**src/rtl/adaptive_light_sequencer_if.sv**
```systemverilog
// Sequencer I/O bundle: timebase strobe and vehicle sensors in, lamp drive and
// phase status out.
//   tick       - one-cycle timebase strobe
//   car_ns/ew  - level vehicle sensors, synchronous to clk
//   ns/ew_light- lamps {R,Y,G}, one-hot
//   phase      - state code 0..5
//   remaining  - ticks left in the current phase
//   phase_done - one-cycle pulse on every state change
interface adaptive_light_sequencer_if #(
   parameter int unsigned TW = 8
) ();
   logic          tick;
   logic          car_ns;
   logic          car_ew;
   logic [2:0]    ns_light;
   logic [2:0]    ew_light;
   logic [2:0]    phase;
   logic [TW-1:0] remaining;
   logic          phase_done;

   // Driver side: timebase/sensors, observes lamps and status
   modport master (
      output tick, car_ns, car_ew,
      input  ns_light, ew_light, phase, remaining, phase_done
   );

   // Sequencer side
   modport slave (
      input  tick, car_ns, car_ew,
      output ns_light, ew_light, phase, remaining, phase_done
   );
endinterface

```
**src/rtl/adaptive_light_sequencer.sv**
```systemverilog
// Two-road (NS/EW) traffic phase sequencer. Counts phase durations in ticks,
// extends green while the active road keeps demanding, rests in green when the
// cross road has no demand, and latches cross-road demand so that single-cycle
// sensor pulses are never lost.
//   clk   - clock, rising edge
//   rst_n - synchronous active-low reset
//   bus   - slave side of adaptive_light_sequencer_if (see interface header)
module adaptive_light_sequencer #(
   parameter int unsigned GREEN_MIN = 8,
   parameter int unsigned GREEN_MAX = 20,
   parameter int unsigned EXTEND    = 4,
   parameter int unsigned YELLOW    = 3,
   parameter int unsigned ALL_RED   = 1,
   parameter int unsigned TW        = 8
) (
   input  logic                       clk,
   input  logic                       rst_n,
   adaptive_light_sequencer_if.slave  bus
);

   typedef enum logic [2:0] {
      NS_GREEN  = 3'd0,
      NS_YELLOW = 3'd1,
      ALL_RED_A = 3'd2,
      EW_GREEN  = 3'd3,
      EW_YELLOW = 3'd4,
      ALL_RED_B = 3'd5
   } state_e;

   localparam logic [TW-1:0] ONE_T    = TW'(1);
   localparam logic [TW-1:0] GMIN_T   = TW'(GREEN_MIN);
   localparam logic [TW-1:0] GMAX_T   = TW'(GREEN_MAX);
   localparam logic [TW:0]   GMAX_W   = (TW+1)'(GREEN_MAX);
   localparam logic [TW-1:0] EXT_T    = TW'(EXTEND);
   localparam logic [TW-1:0] YEL_T    = TW'(YELLOW);
   localparam logic [TW-1:0] AR_T     = TW'(ALL_RED);
   localparam logic [2:0]    LAMP_G   = 3'b001;
   localparam logic [2:0]    LAMP_Y   = 3'b010;
   localparam logic [2:0]    LAMP_R   = 3'b100;

   state_e        state_q, state_d;
   logic [TW-1:0] rem_q, rem_d;
   logic [TW-1:0] el_q, el_d;
   logic          dem_ns_q, dem_ns_d;
   logic          dem_ew_q, dem_ew_d;
   logic [2:0]    ns_q, ns_d;
   logic [2:0]    ew_q, ew_d;
   logic          done_q, done_d;

   logic          is_ns_green;
   logic          is_green;
   logic          cur_car;
   logic          opp_req;
   logic [TW:0]   e1;
   logic [TW-1:0] el_sat;
   logic [TW-1:0] room;

   // Green-phase decision inputs
   assign is_ns_green = (state_q == NS_GREEN);
   assign is_green    = is_ns_green || (state_q == EW_GREEN);
   assign cur_car     = is_ns_green ? bus.car_ns : bus.car_ew;
   assign opp_req     = is_ns_green ? (dem_ew_q | bus.car_ew) : (dem_ns_q | bus.car_ns);

   // e1 carries an extra bit so the compare against GREEN_MAX cannot wrap;
   // room is only consumed when e1 < GREEN_MAX, so e1 fits in TW bits there.
   assign e1     = {1'b0, el_q} + (TW+1)'(1);
   assign el_sat = (e1 >= GMAX_W) ? GMAX_T : e1[TW-1:0];
   assign room   = GMAX_T - e1[TW-1:0];

   // Next-state, timer and demand-latch logic
   always_comb begin
      state_d  = state_q;
      rem_d    = rem_q;
      el_d     = el_q;
      done_d   = 1'b0;
      dem_ns_d = dem_ns_q | (bus.car_ns & (state_q != NS_GREEN));
      dem_ew_d = dem_ew_q | (bus.car_ew & (state_q != EW_GREEN));

      if (bus.tick) begin
         if (rem_q > ONE_T) begin
            rem_d = rem_q - ONE_T;
            if (is_green) begin
               el_d = el_sat;
            end
         end else begin
            unique case (state_q)
               NS_GREEN, EW_GREEN: begin
                  if (cur_car && (e1 < GMAX_W)) begin
                     // Extension, clipped so green never exceeds GREEN_MAX
                     rem_d = (room < EXT_T) ? room : EXT_T;
                     el_d  = e1[TW-1:0];
                  end else if (opp_req) begin
                     state_d = is_ns_green ? NS_YELLOW : EW_YELLOW;
                     rem_d   = YEL_T;
                     done_d  = 1'b1;
                  end else begin
                     // Rest in green; re-evaluated on every later tick
                     rem_d = ONE_T;
                     el_d  = el_sat;
                  end
               end
               NS_YELLOW: begin
                  state_d = ALL_RED_A;
                  rem_d   = AR_T;
                  done_d  = 1'b1;
               end
               ALL_RED_A: begin
                  state_d  = EW_GREEN;
                  rem_d    = GMIN_T;
                  el_d     = '0;
                  dem_ew_d = 1'b0;
                  done_d   = 1'b1;
               end
               EW_YELLOW: begin
                  state_d = ALL_RED_B;
                  rem_d   = AR_T;
                  done_d  = 1'b1;
               end
               ALL_RED_B: begin
                  state_d  = NS_GREEN;
                  rem_d    = GMIN_T;
                  el_d     = '0;
                  dem_ns_d = 1'b0;
                  done_d   = 1'b1;
               end
               default: begin
                  state_d  = NS_GREEN;
                  rem_d    = GMIN_T;
                  el_d     = '0;
                  dem_ns_d = 1'b0;
                  done_d   = 1'b1;
               end
            endcase
         end
      end
   end

   // Lamp decode of the next state, registered alongside it
   always_comb begin
      ns_d = LAMP_R;
      ew_d = LAMP_R;
      unique case (state_d)
         NS_GREEN:  ns_d = LAMP_G;
         NS_YELLOW: ns_d = LAMP_Y;
         EW_GREEN:  ew_d = LAMP_G;
         EW_YELLOW: ew_d = LAMP_Y;
         default: begin
            ns_d = LAMP_R;
            ew_d = LAMP_R;
         end
      endcase
   end

   // State and output registers
   always_ff @(posedge clk) begin
      if (!rst_n) begin
         state_q  <= NS_GREEN;
         rem_q    <= GMIN_T;
         el_q     <= '0;
         dem_ns_q <= 1'b0;
         dem_ew_q <= 1'b0;
         ns_q     <= LAMP_G;
         ew_q     <= LAMP_R;
         done_q   <= 1'b0;
      end else begin
         state_q  <= state_d;
         rem_q    <= rem_d;
         el_q     <= el_d;
         dem_ns_q <= dem_ns_d;
         dem_ew_q <= dem_ew_d;
         ns_q     <= ns_d;
         ew_q     <= ew_d;
         done_q   <= done_d;
      end
   end

   assign bus.phase      = state_q;
   assign bus.remaining  = rem_q;
   assign bus.ns_light   = ns_q;
   assign bus.ew_light   = ew_q;
   assign bus.phase_done = done_q;

endmodule

```
**src/flat_wrapper.sv**
```systemverilog
// flat-port wrapper written by rule: the top's interface ports become plain ports
module adaptive_light_sequencer_flat 
#(
   parameter int unsigned GREEN_MIN = 8,
   parameter int unsigned GREEN_MAX = 20,
   parameter int unsigned EXTEND    = 4,
   parameter int unsigned YELLOW    = 3,
   parameter int unsigned ALL_RED   = 1,
   parameter int unsigned TW        = 8
)
  (clk, rst_n, bus_tick, bus_car_ns, bus_car_ew, bus_ns_light, bus_ew_light, bus_phase, bus_remaining, bus_phase_done);
  adaptive_light_sequencer_if #(.TW(TW)) bus_i ();
  input  logic clk;
  input  logic rst_n;
  input wire logic [$bits(bus_i.tick)-1:0] bus_tick;
  input wire logic [$bits(bus_i.car_ns)-1:0] bus_car_ns;
  input wire logic [$bits(bus_i.car_ew)-1:0] bus_car_ew;
  output wire logic [$bits(bus_i.ns_light)-1:0] bus_ns_light;
  output wire logic [$bits(bus_i.ew_light)-1:0] bus_ew_light;
  output wire logic [$bits(bus_i.phase)-1:0] bus_phase;
  output wire logic [$bits(bus_i.remaining)-1:0] bus_remaining;
  output wire logic [$bits(bus_i.phase_done)-1:0] bus_phase_done;
  assign bus_i.tick = bus_tick;
  assign bus_i.car_ns = bus_car_ns;
  assign bus_i.car_ew = bus_car_ew;
  assign bus_ns_light = bus_i.ns_light;
  assign bus_ew_light = bus_i.ew_light;
  assign bus_phase = bus_i.phase;
  assign bus_remaining = bus_i.remaining;
  assign bus_phase_done = bus_i.phase_done;
  adaptive_light_sequencer #(.GREEN_MIN(GREEN_MIN), .GREEN_MAX(GREEN_MAX), .EXTEND(EXTEND), .YELLOW(YELLOW), .ALL_RED(ALL_RED), .TW(TW)) u_core (.clk(clk), .rst_n(rst_n), .bus(bus_i));
endmodule
```
**config.mk**
```make
export PLATFORM = sky130hd
export DESIGN_NAME = adaptive_light_sequencer_flat
export DESIGN_NICKNAME = d
export VERILOG_FILES = /design/src/rtl/adaptive_light_sequencer_if.sv /design/src/rtl/adaptive_light_sequencer.sv /design/src/flat_wrapper.sv
export SDC_FILE = /design/constraint.sdc
export NUM_CORES = 1
export LEC_CHECK = 0
export CORE_MARGIN = 2
export CORE_UTILIZATION = 30
export CTS_CLUSTER_SIZE = 25
export DETAILED_ROUTE_END_ITERATION = 10
export HOLD_SLACK_MARGIN = 0.06
export SETUP_SLACK_MARGIN = 0.15
export SLEW_MARGIN = 10
export SYNTH_ARGS = -nofsm -noshare
export SYNTH_HDL_FRONTEND = slang
export SYNTH_SLANG_ARGS = --single-unit
```
**constraint.sdc**
```tcl
create_clock -name clk -period 6.2 [get_ports clk]
set_clock_uncertainty 0.2 [all_clocks]
set_input_delay 0.93 -clock clk [delete_from_list [all_inputs] [get_ports clk]]
set_output_delay 0.93 -clock clk [all_outputs]
set_load 0.05 [all_outputs]
```
==> summary.md <==
| Metric | Value |
|---|---|
| Worst path slowest cell | `dfxtp_1` |
| Yosys reg bits | `28` |
| Port Buffers | `22` |
| CP max stage delay | `0.54 ns` |
| Syn Inst Count | `216` |
| Detailed-route wire length per cell | `between 10 and 15 µm` |
| Yosys top cell area share | `between 30% and 40%` |
| RSZ-0062 raised after global routing | `false` |
| Initial Utilization | `between 30% and 40%` |
| F_max | `0.3243 GHz` |
| Rel. slew slack | `around 63%` |
| Post-CTS Setup Inserts | `0` |
| First-pass GRT wire length | `6955 µm` |
| R2r startpoint | `u_core.el_q[0]` |
| Residual DRC | `0` |
| Layout cells sized above 1 | `6.957%` |
| CP Depth | `7` |
| Synth cell count leaders | `dfxtp_1, nor2_1, a21oi_1, nand2_1` |
| Data required, critical path | `6.18 ns` |
| # IOs | `23` |
| Reg2reg setup slack | `just over 3 ns` |
| DRT antenna net count | `0` |
| Post-synth EDFFs | `0` |
| Cell Area, Placed | `0.001983 mm²` |
| Setup crit start | `u_core.el_q[0]` |
| Post-synth cell types | `52` |
| Final Hold Viols | `0` |
| Largest net degree at the start of global routing | `17` |
| Critical path startpoint category | `flip-flop` |
| Post-DP HPWL | `3020 µm` |
| Pre-CTS setup slack | `3.090 ns` |
| Status | `completed` |
| Gr ovfl total | `0` |
| Synth area leaders | `dfxtp_1, a21oi_1, nor2_1, or3_1, nor3_1` |
| Area Overhead vs Synth | `18.81%` |
| TritonCTS clock tree | `yes` |
| P_leak | `0.7359 nW` |
| Setup_tns | `0 ns` |
| Worst Path Buf+Inv | `0` |
| CTS max path bufs | `2` |
| Max VDD drop | `0.09601 mV` |
| Max-slew violations | `0` |
| Worst-Skew Late Latency | `between 0.2 and 0.3 ns` |
| Final min period | `just over 3 ns` |
| DR pass1 iterations | `4` |
| Antenna violations before repair | `0` |
| Post-CTS Resized | `0` |
| Setup CP Type | `flip-flop to flip-flop` |
| Clk root buf | `clkbuf_8` |
| Syn. warnings | `0` |
| Die ar. | `0.006387 mm²` |
| Via/cell ratio | `5.321` |
| Critical path, cell by cell | `ha_1 > nand3_1 > o31ai_1 > a211o_2 > o21ai_0 > or3_1 > a2111oi_2` |
| H-tree levels | `1` |
| CP top delay family | `compound AO/OA/AOI/OAI gates` |
| Clock slew at reported path FFs | `0.10 ns` |
| Fin area | `0.002054 mm²` |
| Crit. End Element | `flip-flop` |
| CP endpoint | `u_core.bus.ns_light[1]` |
| Initial DRC count | `109` |
| Post-synthesis net count | `224` |
| Core ar. | `0.005540 mm²` |
| Cell taking the most area after synthesis | `dfxtp_1` |
| Final worst path period share | `49.73%` |
| Pwr/cell area | `210.6 mW/mm²` |
| R2R cell count | `7` |
| Num CTS Buffers | `3` |
| Post-synth ARST share | `0%` |
| Top-count cell post-synth | `dfxtp_1` |
| Vias in the first global route | `1449` |
| Die Y | `79.92 µm` |
| RD Place Congestion | `0.8760` |
| Nets | `239` |
| Total clock sinks | `28` |
| Layout fillers | `569` |
| Mean Syn Cell Area | `8.005 µm²` |
| Crit path max fanout | `14` |
| Antenna diodes | `0` |
| DR vias | `about 1600` |
| Row count | `27` |
| R2R Path End | `u_core.bus.ns_light[1]` |
| Fin worst setup slack | `3.117 ns` |
| Die width | `79.92 µm` |
| Sequential element share of the synthesized area | `32.42%` |
| CTS Hold Bufs | `0` |
| Final WL | `4085 µm` |
| Min-Delay Path Class | `flip-flop to flip-flop` |
| Tot GR Track Use | `a little over an eighth` |
| Syn Std Cell Area | `0.001729 mm²` |
| Max-cap violations | `0` |
| Worst-Margin Slew | `approximately 0.55 ns` |
| Main synth FF type | `dfxtp_1` |
| Critical Path AT | `3.06 ns` |
| Setup violators final | `0` |
## how the worst min path moves through the flow
stage	slack, ns	end	cells past startpoint	startpoint
5_1_grt	0.35	u_core.bus.remaining[7]	2	u_core.bus.remaining[7]
3_3_place_gp	0.29	u_core.bus.remaining[7]	2	u_core.bus.remaining[7]
3_5_place_dp	0.31	u_core.bus.remaining[7]	2	u_core.bus.remaining[7]
4_1_cts	0.32	u_core.bus.remaining[7]	2	u_core.bus.remaining[7]
6_report	0.32	u_core.bus.remaining[7]	2	u_core.bus.remaining[7]
2_1_floorplan	0.29	u_core.dem_ns_q	2	u_core.dem_ns_q
## registers in the layout, summed over array words and instances (netlist names)
register               count
u_core.bus.ew_light        3
u_core.bus.ns_light        3
u_core.bus.phase           3
u_core.bus.phase_done      1
u_core.bus.remaining       8
u_core.dem_ew_q            1
u_core.dem_ns_q            1
u_core.el_q                8
## worst reg2reg max path: cells and delay by family, from the launching register on
family | cells | cell delay [ns]
adder cells (fa/ha/maj) | 1 | 0.49
flip-flops | 1 | 0.54
AO/OA/AOI/OAI | 4 | 1.20
AND/OR/NAND/NOR | 2 | 0.55
## cell type report
| cell class | instances | area (µm²) | share of cell area (%) |
|---|---|---|---|
| multi-input cells | 171 | 1094 | 53.23 |
| flip-flops and latches | 28 | 560.5 | 27.28 |
| repair buffers | 22 | 220.2 | 10.72 |
| well taps | 72 | 90.09 | 4.385 |
| clock buffers | 3 | 41.29 | 2.010 |
| clock inverters | 1 | 30.03 | 1.462 |
| inverters | 5 | 18.77 | 0.9135 |
## layer usage
metal  vias to the layer above  global-route usage (%)  share of wire, %
li1                        832                       -                 -
met1                       738                   17.88                49
met2                        35                   22.42                47
met3                         2                   2.489               3.6
met4                         0                   2.034              0.44
met5                         -                       0                 0
## cell usage in the layout, fill, tap and decap left out, types with 2 or more instances in the layout
| cell type | count |
|---|---|
| o211ai_1 | 3 |
| clkdlybuf4s50_1 | 22 |
| or2_2 | 3 |
| and3_1 | 4 |
| and2_1 | 8 |
| o21a_1 | 2 |
| mux2i_1 | 4 |
| a21oi_1 | 16 |
| xor2_1 | 2 |
| inv_1 | 4 |
| nand2_1 | 14 |
| o221a_2 | 2 |
| nor2_1 | 20 |
| o21ai_0 | 11 |
| o31ai_1 | 5 |
| nand3b_1 | 3 |
| o2111ai_1 | 2 |
| clkbuf_8 | 3 |
| xnor2_1 | 2 |
| a211oi_1 | 3 |
| nor3_1 | 11 |
| o31a_1 | 2 |
| ha_1 | 3 |
| and4b_1 | 2 |
| dfxtp_1 | 28 |
| a21o_1 | 4 |
| a31oi_1 | 5 |
| or3_1 | 10 |
| nand3_1 | 5 |
| nand4_1 | 3 |
| a221oi_1 | 3 |
## kinds of logic (layout without fill, tap and decap cells)
logic type               after synthesis  after routing  synth area share, %
XOR/XNOR                               4              4                2.026
buffers and inverters                 17             31                4.341
flip-flops                            28             28                32.42
AO/OA/AOI/OAI                         67             67                27.64
AND/OR/NAND/NOR                       93             93                29.09
adder cells (fa/ha/maj)                3              3                2.171
multiplexers                           4              4                2.316
## where the power goes
part,switching (mW),internal [mW]
registers,0.0107,0.187
logic,0.0564,0.0329
clock network,0.0591,0.0864
## stage by stage
| step | utilization [%] | total power [mW] | hold WS [ns] | std cells |
|---|---|---|---|---|
| floorplan | - | 0.2666 | 0.2918 | 216 |
| global placement | 35.79 | 0.2907 | 0.2931 | 298 |
| detailed placement | 35.79 | 0.2907 | 0.3072 | 298 |
| CTS | 37.08 | 0.4406 | 0.3208 | 302 |
| global route | 37.08 | 0.4537 | 0.3467 | 302 |
| finish | 37.08 | 0.4327 | 0.3197 | 302 |
Power figures use the tool's default switching activity.
